==> config.mk <==
export PLATFORM = sky130hd
export DESIGN_NAME = conv_sequencer
export DESIGN_NICKNAME = d
export VERILOG_FILES = /design/src/rtl/npu_pkg.sv /design/src/rtl/conv_pos_counter.sv /design/src/rtl/conv_sequencer.sv
export SDC_FILE = /design/constraint.sdc
export NUM_CORES = 1
export LEC_CHECK = 0
export BUFFER_PORTS_ARGS = -buffer_cell sky130_fd_sc_hd__buf_2
export CAP_MARGIN = 15
export CORE_UTILIZATION = 40
export DETAILED_ROUTE_END_ITERATION = 6
export SYNTH_ARGS = -nofsm -noshare
export SYNTH_HDL_FRONTEND = slang
export SYNTH_SLANG_ARGS = --single-unit
==> constraint.sdc <==
create_clock -name i_clk -period 2.7 [get_ports i_clk]
set_input_delay 0 -clock i_clk [delete_from_list [all_inputs] [get_ports i_clk]]
set_output_delay 0 -clock i_clk [all_outputs]
set_load 0.05 [all_outputs]
==> src/rtl/npu_pkg.sv <==
// rtl/npu_pkg.sv - shared FSM state encoding and width defaults for the convolution sequencer
package npu_pkg;

    localparam int DATA_WIDTH_DEFAULT = 8;
    localparam int ADDR_WIDTH_DEFAULT = 6;

    typedef enum logic [2:0] {
        IDLE,
        ISSUE,
        WAIT,
        EMIT,
        ERROR
    } seq_state_t;

endpackage

==> src/rtl/conv_pos_counter.sv <==
// rtl/conv_pos_counter.sv - raster walker over valid kernel window positions (row, col, output index)
module conv_pos_counter
    import npu_pkg::*;
#(
    parameter int KERNEL_SIZE = 3,
    parameter int IMG_W       = 6,
    parameter int IMG_H       = 6,
    parameter int ADDR_WIDTH  = ADDR_WIDTH_DEFAULT
) (
    input  logic                  i_clk,
    input  logic                  i_rst,
    input  logic                  clear,
    input  logic                  advance,
    output logic [ADDR_WIDTH-1:0] row,
    output logic [ADDR_WIDTH-1:0] col,
    output logic [ADDR_WIDTH-1:0] out_idx,
    output logic                  last
);

    localparam logic [ADDR_WIDTH-1:0] COL_MAX = ADDR_WIDTH'(IMG_W - KERNEL_SIZE);
    localparam logic [ADDR_WIDTH-1:0] ROW_MAX = ADDR_WIDTH'(IMG_H - KERNEL_SIZE);

    logic wrap;

    assign wrap = (col == COL_MAX);
    assign last = wrap && (row == ROW_MAX);

    always_ff @(posedge i_clk or posedge i_rst) begin
        if (i_rst) begin
            row     <= '0;
            col     <= '0;
            out_idx <= '0;
        end else if (clear) begin
            row     <= '0;
            col     <= '0;
            out_idx <= '0;
        end else if (advance) begin
            out_idx <= out_idx + ADDR_WIDTH'(1);
            if (wrap) begin
                col <= '0;
                row <= row + ADDR_WIDTH'(1);
            end else begin
                col <= col + ADDR_WIDTH'(1);
            end
        end
    end

endmodule

==> src/rtl/conv_sequencer.sv <==
// rtl/conv_sequencer.sv - steps a convolution engine across a feature map and streams out its results
module conv_sequencer
    import npu_pkg::*;
#(
    parameter int KERNEL_SIZE = 3,
    parameter int DATA_WIDTH  = DATA_WIDTH_DEFAULT,
    parameter int IMG_W       = 6,
    parameter int IMG_H       = 6,
    parameter int ADDR_WIDTH  = ADDR_WIDTH_DEFAULT,
    parameter int TIMEOUT     = 255
) (
    input  logic                  i_clk,
    input  logic                  i_rst,
    input  logic                  i_start,
    input  logic                  i_abort,
    output logic                  o_busy,
    output logic                  o_done,
    output logic                  o_err,
    output logic                  o_eng_start,
    output logic [ADDR_WIDTH-1:0] o_eng_base_addr,
    output logic                  o_eng_kernel_reload,
    input  logic                  i_eng_done,
    input  logic [DATA_WIDTH-1:0] i_eng_result,
    output logic                  o_res_valid,
    input  logic                  i_res_ready,
    output logic [DATA_WIDTH-1:0] o_res_data,
    output logic [ADDR_WIDTH-1:0] o_res_addr
);

    localparam int TW = $clog2(TIMEOUT + 1);

    generate
        if (IMG_W * IMG_H > 2 ** ADDR_WIDTH) begin : g_bad_map_size
            $error("conv_sequencer: IMG_W*IMG_H exceeds the ADDR_WIDTH address space");
        end
    endgenerate

    seq_state_t            state;
    seq_state_t            state_next;
    logic [TW-1:0]         wait_cnt;
    logic                  timed_out;
    logic                  pos_clear;
    logic                  pos_advance;
    logic                  last;
    logic [ADDR_WIDTH-1:0] row;
    logic [ADDR_WIDTH-1:0] col;
    logic [ADDR_WIDTH-1:0] out_idx;

    assign timed_out   = (wait_cnt == TW'(TIMEOUT - 1));
    assign pos_clear   = ((state == IDLE) || (state == ERROR)) && i_start;
    assign pos_advance = (state == EMIT) && i_res_ready && !i_abort && !last;

    conv_pos_counter #(
        .KERNEL_SIZE (KERNEL_SIZE),
        .IMG_W       (IMG_W),
        .IMG_H       (IMG_H),
        .ADDR_WIDTH  (ADDR_WIDTH)
    ) u_pos (
        .i_clk   (i_clk),
        .i_rst   (i_rst),
        .clear   (pos_clear),
        .advance (pos_advance),
        .row     (row),
        .col     (col),
        .out_idx (out_idx),
        .last    (last)
    );

    assign o_eng_base_addr = row * ADDR_WIDTH'(IMG_W) + col;
    assign o_res_addr      = out_idx;

    always_ff @(posedge i_clk or posedge i_rst) begin
        if (i_rst) begin
            state <= IDLE;
        end else begin
            state <= state_next;
        end
    end

    // Abort outranks engine completion and the result handshake.
    always_comb begin
        state_next          = state;
        o_busy              = 1'b0;
        o_eng_start         = 1'b0;
        o_eng_kernel_reload = 1'b0;
        o_res_valid         = 1'b0;
        case (state)
            IDLE, ERROR: begin
                if (i_start) state_next = ISSUE;
            end
            ISSUE: begin
                o_busy              = 1'b1;
                o_eng_start         = 1'b1;
                o_eng_kernel_reload = (out_idx == '0);
                state_next          = i_abort ? IDLE : WAIT;
            end
            WAIT: begin
                o_busy = 1'b1;
                if (i_abort)         state_next = IDLE;
                else if (i_eng_done) state_next = EMIT;
                else if (timed_out)  state_next = ERROR;
            end
            EMIT: begin
                o_busy      = 1'b1;
                o_res_valid = 1'b1;
                if (i_abort)          state_next = IDLE;
                else if (i_res_ready) state_next = last ? IDLE : ISSUE;
            end
            default: state_next = IDLE;
        endcase
    end

    always_ff @(posedge i_clk or posedge i_rst) begin
        if (i_rst) begin
            wait_cnt   <= '0;
            o_err      <= 1'b0;
            o_done     <= 1'b0;
            o_res_data <= '0;
        end else begin
            o_done <= (state == EMIT) && i_res_ready && last && !i_abort;
            if (state != WAIT) begin
                wait_cnt <= '0;
            end else if (!timed_out) begin
                wait_cnt <= wait_cnt + TW'(1);
            end
            if (pos_clear) begin
                o_err <= 1'b0;
            end else if ((state == WAIT) && (state_next == ERROR)) begin
                o_err <= 1'b1;
            end
            if ((state == WAIT) && i_eng_done && !i_abort) begin
                o_res_data <= i_eng_result;
            end
        end
    end

endmodule
* Yosys cells after proc, flatten, opt, wreduce, memory -nomap -nowiden *
Index checks and enable logic that the tools add are counted.

storage, ports and cells
  bits in writable memories = 0
  bits of input ports = 14
  ROM bits = 0
  memories kept = 0
  word-level logic and storage cells = 70
  flip-flop bits (word level) = 39
  latch bits = 0
  output and inout bits = 26

cells by class
  shifts and indexed selects = 0
  add/subtract/negate cells = 5
  div/mod/pow operators = 0
  $lt $le $gt $ge = 0
  muxes and demuxes = 25
  $mul = 1
  equality and inequality tests = 10
  bitwise operators = 0
  reduce and logical (&&, ||, !) cells = 21

operators by type and width
  cell                   number
  $mux W6                8
  $add A6 B1 Y6 const B  3
  $mux W3                6
  $mux W8                2
  $eq A6 B2 Y1 const B   2
  $pmux W3 S4            1
  $logic_and A1 B1 Y1    10
  $add A8 B1 Y8 const B  1
  $eq A8 B8 Y1 const B   1
  $mux W1                7
  $add A6 B6 Y6          1
  $eq A3 B2 Y1 const B   2
  $eq A3 B3 Y1 const B   2
  $logic_not A6 Y1       1
  $mul A6 B2 Y5 const B  1
  $reduce_bool A2 Y1     3
  $eq A3 B1 Y1 const B   1
  $logic_not A3 Y1       1
  $ne A3 B2 Y1 const B   1
  $reduce_or A3 Y1       1
  $logic_not A1 Y1       2
  $mux W2                1
  $ne A2 B1 Y1 const B   1
  $reduce_and A2 Y1      1
  2 further kinds        2

* Logic depth before layout (Yosys ltp) *
Gate-level depths: netlist of run 1.

  depth after elaboration = 10
  depth in mapped cells = 9
  depth with buffers taken out = 9

* Cells and area by module *
Synthesis of run 1 repeated with hierarchy kept, for this count alone.

unflattened totals
  cell total of the unflattened synthesis = 202
  area, all modules = 2103.3 um^2

by module, submodules not included
  module            area each (um^2)  cells an instance  seq. area each (um^2)  instances
  conv_sequencer    1218.7            112                525.5                  1
  conv_pos_counter  884.6             90                 450.4                  1

* Least setup slack after synthesis of run 1 *
No wires, ideal clock.

  path type = reg-to-output
  from = register u_pos.row[0]
  to = output o_eng_base_addr[5]
  data required time = 2700 ps
  buffers on the path = 0
  cell stages (with the launch flop) = 10
  slack = -42 ps
  arrival = 2742 ps
  cell sequence = dfrtp_1 -> ha_1 -> inv_1 -> fa_1 -> inv_1 -> ha_1 -> a21o_1 -> a21oi_1 -> xnor2_1 -> xnor2_1

between the ends
  word-level cells in the longest chain between the ends = 2

RTL lines
  what                    RTL line                source
  from (decl)             conv_pos_counter.sv:14  output logic [ADDR_WIDTH-1:0] row,
  from (signal assigned)  conv_pos_counter.sv:41  row <= row + ADDR_WIDTH'(1);
  $mul A6 B2 Y5           conv_sequencer.sv:69    assign o_eng_base_addr = row * ADDR_WIDTH'(IMG_W) + col;
  $add A6 B6 Y6           conv_sequencer.sv:69
  to (decl)               conv_sequencer.sv:20    output logic [ADDR_WIDTH-1:0] o_eng_base_addr,

No other way between the ends.

* Final worst setup path of run 1 *
  from = register u_pos.row[1]
  to = output o_eng_base_addr[5]

Same word-level chain as after synthesis.

==> results of run 1 <==
[cell type report]
class                   instances  area (um^2)  area share, %
repair buffers                 56          357           12.9
inverters                      11         41.3           1.50
well taps                      70         87.6           3.18
clock inverters                 2         13.8          0.499
flip-flops and latches         39          976           35.4
multi-input cells             161         1210           44.0
clock buffers                   5         68.8           2.50
[power groups by stage]
stage                     clock [W]  combinational, W  sequential (W)
final                      0.000385          0.000615        0.000719
after global routing       0.000417          0.000657        0.000735
after CTS                  0.000400          0.000619        0.000719
after detailed placement          0          0.000606        0.000727
after global placement            0          0.000601        0.000728
after floorplan                   0          0.000253        0.000940
[path summary, 6_finish.rpt]
| path | start | to | slack, ns | depth (start not counted) |
|---|---|---|---|---|
| min in group asynchronous | i_rst | wait_cnt[3]$_DFFE_PP0P_ | 0.44 | 3 |
| worst min-delay path | i_res_ready | state[0]$_DFF_PP0_ | 0.07 | 3 |
| worst min register to register | o_res_data[1]$_DFFE_PP0P_ | o_res_data[1]$_DFFE_PP0P_ | 0.50 | 1 |
| max in group asynchronous | i_rst | o_res_data[7]$_DFFE_PP0P_ | 1.59 | 4 |
| worst max register to register | state[1]$_DFF_PP0_ | o_res_data[3]$_DFFE_PP0P_ | 0.76 | 3 |
| worst max-delay path | u_pos.row[1]$_DFFE_PP0P_ | o_eng_base_addr[5] | 0.18 | 10 |
[registers in the layout, summed over array words and instances, names as in the netlist]
name,cells
o_done,1
o_err,1
o_res_data,8
state,3
u_pos.col,6
u_pos.out_idx,6
u_pos.row,6
wait_cnt,8
[cell usage in the layout, fill, tap and decap left out, types with 2 or more instances in the layout]
master,Yosys,routed
inv_1,11,11
nand2b_1,2,2
ha_4,0,2
clkbuf_8,0,5
nor2_1,14,14
xnor2_2,0,2
fa_1,2,2
buf_2,1,38
ha_1,14,12
or4_1,3,3
buf_4,2,6
xnor2_1,5,3
or3_1,6,6
nand3b_1,2,2
dlygate4sd3_1,0,11
nand2_1,18,18
nand3_1,10,10
mux2_2,9,9
mux2i_1,7,7
o21ai_0,8,8
o31ai_1,4,4
xor2_1,4,4
and2_1,3,3
nor3b_1,2,2
a21oi_1,13,12
dfrtp_1,39,39
nand4_1,5,5
a31oi_1,4,4
nor3_1,4,4
a21o_1,4,4
and3_1,3,3
[metal layers]
layer / vias up / part of all wire (%) / global-route usage [%]
met5: - / 0 / 0
li1: 892 / - / -
met2: 43 / 47 / 30.1
met3: 6 / 4.4 / 4.05
met1: 851 / 48 / 23.3
met4: 0 / 0.75 / 4.04
[timing repair]
action,CTS,global route
pin swaps,0,2
buffers inserted,1,1
hold endpoints to repair,32,0
resized for setup,2,5
hold buffers,11,0
setup endpoints to repair,1,1
[logic make-up (layout without fill, tap and decap cells)]
| kind of cell | Yosys count | in the layout |
|---|---|---|
| buffers and inverters | 17 | 74 |
| AO/OA/AOI/OAI | 38 | 38 |
| flip-flops | 39 | 39 |
| AND/OR/NAND/NOR | 82 | 82 |
| multiplexers | 16 | 16 |
| XOR/XNOR | 9 | 9 |
| adder cells (fa/ha/maj) | 16 | 16 |
[through the flow]
stage,instance area [um^2],total power (W)
after floorplan,2240,0.00119
after global placement,2510,0.00133
after detailed placement,2510,0.00133
after CTS,2710,0.00174
after global routing,2760,0.00181
final,2760,0.00172
[worst register-to-register path, cell delays in order (launching register included)]
cell,delay [ns]
dfrtp_1,0.50
nor3b_1,0.48
nand3b_1,0.44
mux2_2,0.41
==> results.toml, run 1 <==
[power]
p_seq_share_pct = 41.8
p_int_w = 0.00101
p_sw_share_pct = 41.6
power_density_nw_per_um2 = 624
switchingPower_w = 0.000715
p_leak_nw = 1.42
ir_worst_vdd_uv = 765
clkPwrFrac_pct = 22.4
p_comb_share_pct = 35.8

[final_layout]
fin_util_pct = 52.7
instances_no_fill = 344
num-fill-cells = 456
area_delta_synth_final_pct = 23.5
drive_above_1_share_pct = 25.9
fin_nets = 304
antenna_cells = 0

[route]
wl_per_cell_um = 14.0
dr.pass1.iters = 4
drc = 0
drtIter0Drc = 67
num_vias = 1792
ant_nets = 0
drt-vias-per-instance = 5.21
postRouteWirelength_um = 4830

[critical_path]
cp-end-kind = "output pin"
start_kind = "flop"
cp.arrival_ns = 2.52
worstSetupPathType = "flop to output pin"
crit_slowest_cell = "dfrtp_1"
path_buf_inv = 3
critPathMaxFanout = 4
path_cells = "ha_4 > inv_1 > fa_1 > inv_1 > ha_4 > a21o_1 > a21oi_2 > xnor2_2 > xnor2_2 > buf_6"
crit_family = "adder cells"
crit_required_ns = 2.70
slowest_delay_ns = 0.43

[global_routing]
antenna_found_initial = 0
track_usage_pct = 17.9
grt_max_degree = 25
grt_pass1_wl_um = 8430
grt_pass1_vias = 1787
overflow = 0

[logic_synthesis]
syn_area_per_cell_um2 = 10.3
synth_most_common_cell = "dfrtp_1"
netlist_top_cells_area = "dfrtp_1 44%, ha_1 7.8%, mux2_2 4.5%"
synth_compound_area_share_pct = 10.3
synth-main-ff-cell = "dfrtp_1"
synth_mux_area_share_pct = 7.68
synth_fp_nets = 247
synth_top_family_by_area = "simple AND/OR/NAND/NOR gates"
yosys_warnings = 0
synth-seq-cells = 39
synth_cells = 217
synth-simple-area-share_pct = 21.2
ys_async_sr_fraction_pct = 100
synth_common_cells = "39 x dfrtp_1, 18 x nand2_1, 14 x ha_1, 14 x nor2_1, 13 x a21oi_1"
synth_top_area_cell = "dfrtp_1"
synth_edf_count = 0
yosys.cell_types.count = 44
yosysSeqAreaShare_pct = 43.7
synth-xor-area-share_pct = 3.53
syn-cell-area_um2 = 2230
synth_top_area_share_pct = 43.7
synth_fa_ha_area_share_pct = 9.64

[clock_tree]
cts_buffers = 5
h-tree-depth = 2
cts_tree = "yes"
clock_sinks = 39
clockBufferDepth = 2
insertion_delay_ns = 0.29
clkSlewWorstSetupHoldPaths_ns = 0.07
cts_root_buf = "clkbuf_8"

[sta]
tns_ns = 0
rsz0062_at_grt = "no"
setup_viol = 0
hold_viol_final = 0
relSlewSlack_pct = 39.3
max_freq_mhz = 396
fin_skew_ns = 0.00490
fin_hold_ws_ns = 0.0654
slew_violations = 0
worst_pin_slew_ns = 0.910
setup_slack_ns = 0.178
period_minus_slack_ns = 2.52
fin_crit_sh_pct = 93.4

[run]
drv_cap = 0

[floorplan]
core_area_um2 = 5240
start_util_pct = 42.6
die_area_um2 = 5890
ios = 40
die_y_um = 76.7
num_rows = 26
die_w_um = 76.7

[outcome]
status = "finished, final reports clean"

[place]
dpl.hpwl_um = 3420
dpl.cell_count = 324
dp_worst_setup_slack_ns = 0.204
io_buffer_count = 39
gp_congestion = 0.818

[hold_path]
min_path_type = "primary input to flop"
(Power assumes the default switching activity.)
==> run 2, diff against run 1 <==
- CORE_MARGIN: unset -> 2
==> run 2 against run 1 <==
Net effect:
- cell count did not move
- register-to-register slack got worse by 0.05 ns
- final area fell by 1.2%
- hold slack got worse by 0.015 ns
- critical path depth did not move
- non-clock buffer count fell by 3
- combinational power barely moved
- sequential share of layout area rose by 0.44 points
- sequential power barely moved
- clock-buffer cell count rose by 2
- largest cell class unchanged
- utilization fell by 2.6 points
- via count fell by 2.3%
==> results.toml, run 2 (same netlist as run 1, synthesis figures left out) <==
[critical_path]
crit_cells = 10
worstSetupPathType = "flop to output pin"
reg2regPathDepth = 3
slowest_delay_ns = 0.47
cp-end-kind = "output pin"
cp.arrival_ns = 2.58
crit_family = "adder cells"
crit_required_ns = 2.70
path_cells = "ha_4 > inv_1 > fa_1 > inv_1 > ha_1 > a21o_1 > a21oi_2 > xnor2_2 > xnor2_2 > buf_6"
start_kind = "flop"
path_buf_inv = 3
crit_slowest_cell = "fa_1"
critPathMaxFanout = 4

[floorplan]
ios = 40
die_y_um = 78.7
die_area_um2 = 6200
die_w_um = 78.7
core_area_um2 = 5440
num_rows = 27
start_util_pct = 41.1

[clock_tree]
cts_tree = "yes"
insertion_delay_ns = 0.29
cts_root_buf = "clkbuf_8"
h-tree-depth = 2
cts_buffers = 5
clockBufferDepth = 2
clock_sinks = 39
clkSlewWorstSetupHoldPaths_ns = 0.08

[route]
wl_per_cell_um = 13.3
num_vias = 1750
drtIter0Drc = 32
ant_nets = 0
drc = 0
dr.pass1.iters = 4
postRouteWirelength_um = 4560
drt-vias-per-instance = 5.09

[global_routing]
track_usage_pct = 16.3
overflow = 0
antenna_found_initial = 0
grt_pass1_vias = 1658
grt_max_degree = 40
grt_pass1_wl_um = 7890

[sta]
worst_pin_slew_ns = 0.612
slew_violations = 0
setup_slack_ns = 0.121
hold_viol_final = 0
period_minus_slack_ns = 2.58
setup_viol = 0
rsz0062_at_grt = "no"
fin_skew_ns = 0.00968
fin_crit_sh_pct = 95.5
max_freq_mhz = 388
relSlewSlack_pct = 59.2
fin_hold_ws_ns = 0.0501
tns_ns = 0

[hold_path]
min_path_type = "primary input to flop"
holdPathStages = 4

[final_layout]
num-fill-cells = 502
final_area_um2 = 2720
layout_commonest_cell = "dfrtp_1"
final_cell_mix = "39 x dfrtp_1, 38 x buf_2, 18 x nand2_1"
antenna_cells = 0
area_delta_synth_final_pct = 22.0
largestRegisters = "o_res_data: 8 flops, wait_cnt: 8 flops"
drive_above_1_share_pct = 24.3
fin_nets = 301
fin_util_pct = 50.1

[place]
dp_worst_setup_slack_ns = 0.190
gp_congestion = 0.792
placed_area_um2 = 2490
io_buffer_count = 39
dpl.hpwl_um = 3300

[outcome]
status = "finished, final reports clean"

[power]
ir_worst_vdd_uv = 481
p_sw_share_pct = 41.0
p_comb_share_pct = 36.0
p_int_w = 0.00101
power_density_nw_per_um2 = 625
clkPwrFrac_pct = 21.9
switchingPower_w = 0.000698
p_leak_nw = 1.41
p_seq_share_pct = 42.1

[run]
drv_cap = 0
[run 2: power groups by stage]
stage | registers (W) | logic (W) | clock network, W
2_1_floorplan | 0.000940 | 0.000253 | 0
3_3_place_gp | 0.000727 | 0.000597 | 0
3_5_place_dp | 0.000728 | 0.000603 | 0
4_1_cts | 0.000718 | 0.000618 | 0.000390
5_1_grt | 0.000729 | 0.000652 | 0.000418
6_report | 0.000717 | 0.000613 | 0.000374
[run 2: what timing repair did]
action / CTS / global route
buffers inserted: 1 / 0
endpoints found under the hold margin: 49 / 0
pin swaps: 0 / 2
hold buffers: 11 / 0
gates resized for setup: 3 / 3
setup endpoints to repair: 1 / 1
[run 2: per-layer routing]
layer | global-route usage (%) | wire, um | vias to the layer above | part of all wire, %
met5 | 0 | 0 | - | 0
met4 | 5.26 | 32 | 0 | 0.70
met3 | 4.09 | 155 | 2 | 3.4
met2 | 25.8 | 2170 | 31 | 48
met1 | 22.0 | 2200 | 826 | 48
li1 | - | - | 891 | -
[run 2: per-stage QoR]
stage	cells	total power (W)
floorplan	217	0.00119
global placement	324	0.00132
detailed placement	324	0.00133
CTS	344	0.00173
global route	344	0.00180
finish	344	0.00170
[run 2: path summary, 6_finish.rpt]
| check | startpoint | endpoint | slack [ns] |
|---|---|---|---|
| setup reg to reg | state[1]$_DFF_PP0_ | o_res_data[4]$_DFFE_PP0P_ | 0.71 |
| setup / recovery | u_pos.row[1]$_DFFE_PP0P_ | o_eng_base_addr[5] | 0.12 |
| hold reg to reg | o_err$_DFFE_PP0P_ | o_err$_DFFE_PP0P_ | 0.49 |
| min in group asynchronous | i_rst | wait_cnt[3]$_DFFE_PP0P_ | 0.37 |
| hold / removal | i_eng_done | state[2]$_DFF_PP0_ | 0.05 |
| max in group asynchronous | i_rst | o_res_data[3]$_DFFE_PP0P_ | 1.99 |
[run 2: final cells by class]
cell class / count / area [um^2] / area share (%)
Multi-Input combinational cell: 161 / 1200 / 44.1
Sequential cell: 39 / 976 / 35.8
Timing Repair Buffer: 53 / 334 / 12.3
Tap cell: 72 / 90.1 / 3.31
Clock buffer: 7 / 76.3 / 2.80
Inverter: 11 / 41.3 / 1.52
Clock inverter: 1 / 5.00 / 0.184
[run 2: tightest hold or removal path: stages]
cell and delay, ns:
buf_2 0.10, nor3_1 0.06, nand3_1 0.08, a21oi_1 0.06
